==> config.mk <==
export PLATFORM = sky130hd
export DESIGN_NAME = spi_interface
export DESIGN_NICKNAME = d
export VERILOG_FILES = /design/src/rtl/spi_interface.sv
export SDC_FILE = /design/constraint.sdc
export NUM_CORES = 1
export LEC_CHECK = 0
export BUFFER_PORTS_ARGS = -buffer_cell sky130_fd_sc_hd__buf_2
export CORE_MARGIN = 2
export CORE_UTILIZATION = 51
export CTS_BUF_LIST = sky130_fd_sc_hd__clkbuf_16
export CTS_CLUSTER_DIAMETER = 120
export DETAILED_ROUTE_END_ITERATION = 12
export PLACE_DENSITY_LB_ADDON = 0.08
export SKIP_CTS_REPAIR_TIMING = 1
export SLEW_MARGIN = 10
export SYNTH_ARGS = -nofsm -noshare
export SYNTH_HDL_FRONTEND = slang
export SYNTH_SLANG_ARGS = --single-unit
==> constraint.sdc <==
create_clock -name clk -period 1.5 [get_ports clk]
set_input_delay 0 -clock clk [delete_from_list [all_inputs] [get_ports clk]]
set_output_delay 0 -clock clk [all_outputs]
set_load 0.005 [all_outputs]
==> src/rtl/spi_interface.sv <==
// SPI master for a 12-bit ADC128S022-style converter: continuous 16-clock frames,
// channel address out on saddr, MSB-first result deserialised into data_out.
module spi_interface #(
   parameter logic [2:0]         CHANNEL = 3'd0,
   localparam int unsigned       DATA_W  = 12
) (
   input  logic              clk,
   input  logic              rst_n,
   output logic              sclk,
   output logic              cs_n,
   input  logic              sdat,
   output logic              saddr,
   output logic [DATA_W-1:0] data_out,
   output logic              end_of_conversion
);

   localparam int unsigned CNT_W     = 4;
   localparam int unsigned FIRST_BIT = 4;
   localparam int unsigned LAST_BIT  = 15;
   localparam int unsigned SHIFT_W   = DATA_W - 1;

   logic [CNT_W-1:0]   cnt_q, cnt_d;
   logic               cs_n_d;
   // DB0 goes straight into data_out, so only DB11..DB1 need holding.
   logic [SHIFT_W-1:0] shift_q, shift_d;
   logic [DATA_W-1:0]  data_d;
   logic               eoc_d;
   logic               saddr_d;

   // Next-state for the rising-edge registers.
   always_comb begin
      cnt_d   = cnt_q;
      cs_n_d  = 1'b0;
      shift_d = shift_q;
      data_d  = data_out;
      eoc_d   = 1'b0;
      if (!cs_n) begin
         cnt_d = cnt_q + CNT_W'(1);
         if (cnt_q >= CNT_W'(FIRST_BIT) && cnt_q != CNT_W'(LAST_BIT)) begin
            shift_d = {shift_q[SHIFT_W-2:0], sdat};
         end
         if (cnt_q == CNT_W'(LAST_BIT)) begin
            data_d = {shift_q, sdat};
            eoc_d  = 1'b1;
         end
      end
   end

   always_ff @(posedge clk or negedge rst_n) begin
      if (!rst_n) begin
         cnt_q             <= '0;
         cs_n              <= 1'b1;
         shift_q           <= '0;
         data_out          <= '0;
         end_of_conversion <= 1'b0;
      end else begin
         cnt_q             <= cnt_d;
         cs_n              <= cs_n_d;
         shift_q           <= shift_d;
         data_out          <= data_d;
         end_of_conversion <= eoc_d;
      end
   end

   // Address bits for frame cycles 2..4; zero elsewhere.
   always_comb begin
      saddr_d = 1'b0;
      case (cnt_q)
         CNT_W'(2): saddr_d = CHANNEL[2];
         CNT_W'(3): saddr_d = CHANNEL[1];
         CNT_W'(4): saddr_d = CHANNEL[0];
         default:   saddr_d = 1'b0;
      endcase
   end

   // Launched on falling clk so DIN is stable around each rising sclk.
   always_ff @(negedge clk or negedge rst_n) begin
      if (!rst_n) saddr <= 1'b0;
      else        saddr <= saddr_d;
   end

   assign sclk = cs_n ? 1'b1 : clk;

endmodule

==> out/results.txt <==
Slowest cell on crit path - dfrtp_1
Die ar. - 0.003378 mm²
DR vias/cell - 5.741
DRT Pass-1 Iters - 4
total of max-cap violations - 0
Post-Route Setup TNS - 0 ns
core footprint - 0.002781 mm²
Die Ht - 58.12 µm
clock latency on the worst-skew pair - 0.38 ns
CP Capture Type - flip-flop
YS warnings - 0
Crit Path Max Fanout - 5
Post-Route WL - 2869 µm
min Tclk post-route - 1.384 ns
count of different cell masters after synthesis - 25
Max Clock Freq - 722.4 MHz
vias in the first global route - 1,062
HP Class - input pin to asynchronous set/reset pin
LEAKAGE - 0.9163 nW
Required @ worst endpoint - 1.77 ns
Slew Limit Fails - 0
Post-DP HPWL - 1808 µm
Worst slew margin - 0.5780
status - finished clean
crit-path max cell delay - 0.39 ns
crit path kind - flip-flop to flip-flop
sequential-to-total area share from yosys stat - 0.4866
Clock Skews - 0.005181 ns
worst endpoint data arrival time - 1.66 ns
DP Cell Count - 180
# DRC - 0
CTS tree - yes
#FFs+latches synth - 29
dominant cells by area after synthesis - dfrtp_1, mux2_4, a221oi_1
grt total ovfl - 0
Post-synth EDFFs - 0
Final Non-Filler Cells - 193
RSZ-0062 raised after global routing - no
Synth area leader - dfrtp_1
Worst R2R End - shift_q[1]
Reg clk slew, reported paths - 0.05 ns
endpoints failing hold - 0
leading cell type in the layout, fill and taps excluded - dfrtp_1
Worst IR Drop VDD - 1.890 mV
WL/cell - 14.87 µm
first-pass GRT wire length - 4926 µm
num rows - 19
share of layout cells above drive strength 1 - 0.3704
Final setup violation count - 0
Final ANT Viol Nets - 0
FF-to-FF path depth - 5
DRT iter0 DRCs - 23
Cell Chain, Critical Path - ha_2, a21o_1, buf_4, o22ai_1, a221oi_1
Avg Inst Size Synth - 11.32 µm²
# nets final - 165
FF-to-FF setup slack - 0.12 ns
ys flop type - dfrtp_1
antenna violations before repair - 0
Layout Area Growth over Synthesis - 27.22%
commonest non-fill, non-tap cells in the layout - dfrtp_1, buf_2, inv_1
post-synthesis cell count - 132
gpl congestion - 0.7354
vias - 1,108
fin crit share - 0.9228
Tightest Pin Transition - 0.6329 ns
chip width - 58.12 µm
Synth top area share - 0.4690
critical path launch point type - flip-flop
Pwr per Cell Area - 2307 mW/mm²
Antenna diodes - 0
largest net degree at the start of global routing - 30
Total Routing Usage GR - 0.2056
port bufs - 17
crit path to - shift_q[1]
starting density of the core - 0.5371
Synth async-reset ratio - 1.000
Syn Std Cell Area - 0.001494 mm²
reg2reg start - cnt_q[0]
crit path launch - cnt_q[0]
# IOs - 19
-- report_power, final --
part           leakage, nW  total (W)  internal (W)  switching, W
sequential           0.340    0.00150       0.00116      0.000344
clock                0.120    0.00132      0.000947      0.000373
combinational        0.457    0.00156      0.000895      0.000666
total                0.916    0.00438       0.00300       0.00138
-- worst max-delay path, delay by kind of cell (launching register included) --
family | cells | cell delay (ns)
adder cells (fa/ha/maj) | 1 | 0.23
flip-flops | 1 | 0.39
buffers and inverters | 1 | 0.14
AO/OA/AOI/OAI | 3 | 0.51
-- synthesized netlist by cell type (2+ instances only) --
library cell  instances
or2_2                10
mux2_4                9
buf_2                 7
xnor2_1               3
clkbuf_1              2
or2_1                 2
o22ai_1              11
a21oi_1              11
mux2_1                4
a221oi_1             11
or3b_1               11
inv_1                11
dfrtp_1              28
-- worst min-delay path by stage --
| stage | slack (ns) | cells past startpoint | from | end |
|---|---|---|---|---|
| after detailed placement | 0.07 | 1 | rst_n | data_out[10] |
| after CTS | -0.33 | 1 | rst_n | data_out[10] |
| final | 0.17 | 2 | rst_n | cnt_q[2] |
| after global routing | 0.26 | 2 | rst_n | shift_q[9] |
| after global placement | 0.05 | 1 | rst_n | end_of_conversion |
| after floorplan | -0.30 | 0 | rst_n | cnt_q[0] |
-- registers in the layout, indices dropped and copies added (netlist names) --
register,count
cnt_q,4
cs_n,1
end_of_conversion,1
shift_q,11
data_out,12
-- stage by stage --
stage	power [W]	utilization	hold slack (ns)	setup slack (ns)	area, µm²
2_1_floorplan	0.002540	-	-0.2956	0.06802	1498
3_3_place_gp	0.002994	0.5969	0.05261	0.1538	1660
3_5_place_dp	0.003056	0.5969	0.06614	0.1258	1660
4_1_cts	0.004399	0.6730	-0.3332	0.06995	1872
5_1_grt	0.004690	0.6833	0.2584	0.01425	1901
6_report	0.004384	0.6833	0.1730	0.1158	1901
-- metal layers --
layer,up-vias,wire length [µm],GRT usage
met5,-,0,0
met4,0,75,0.1429
met3,6,141,0.1049
met2,27,1386,0.2873
met1,547,1266,0.2439
li1,528,-,-
-- cells by family after synthesis --
| logic type | synth area share |
|---|---|
| and+or+nand+nor | 0.1407 |
| adders and majority gates | 0.008374 |
| AOI/OAI and AO/OA | 0.1524 |
| xor gates and xnor gates | 0.01759 |
| DFF | 0.4866 |
| buffers and inverters | 0.07119 |
| other | 0.002510 |
| muxes | 0.1206 |
-- layout make-up --
| type | instances | area, µm² |
|---|---|---|
| clock inverter | 3 | 11.26 |
| tap | 31 | 38.79 |
| multi-input combinational | 81 | 673.1 |
| sequential | 29 | 726.9 |
| fill | 207 | 880.8 |
| timing repair buffer | 28 | 200.2 |
| inverter | 12 | 45.04 |
| clock buffer | 9 | 205.2 |
Note: power is estimated with default switching activity, not from simulation.
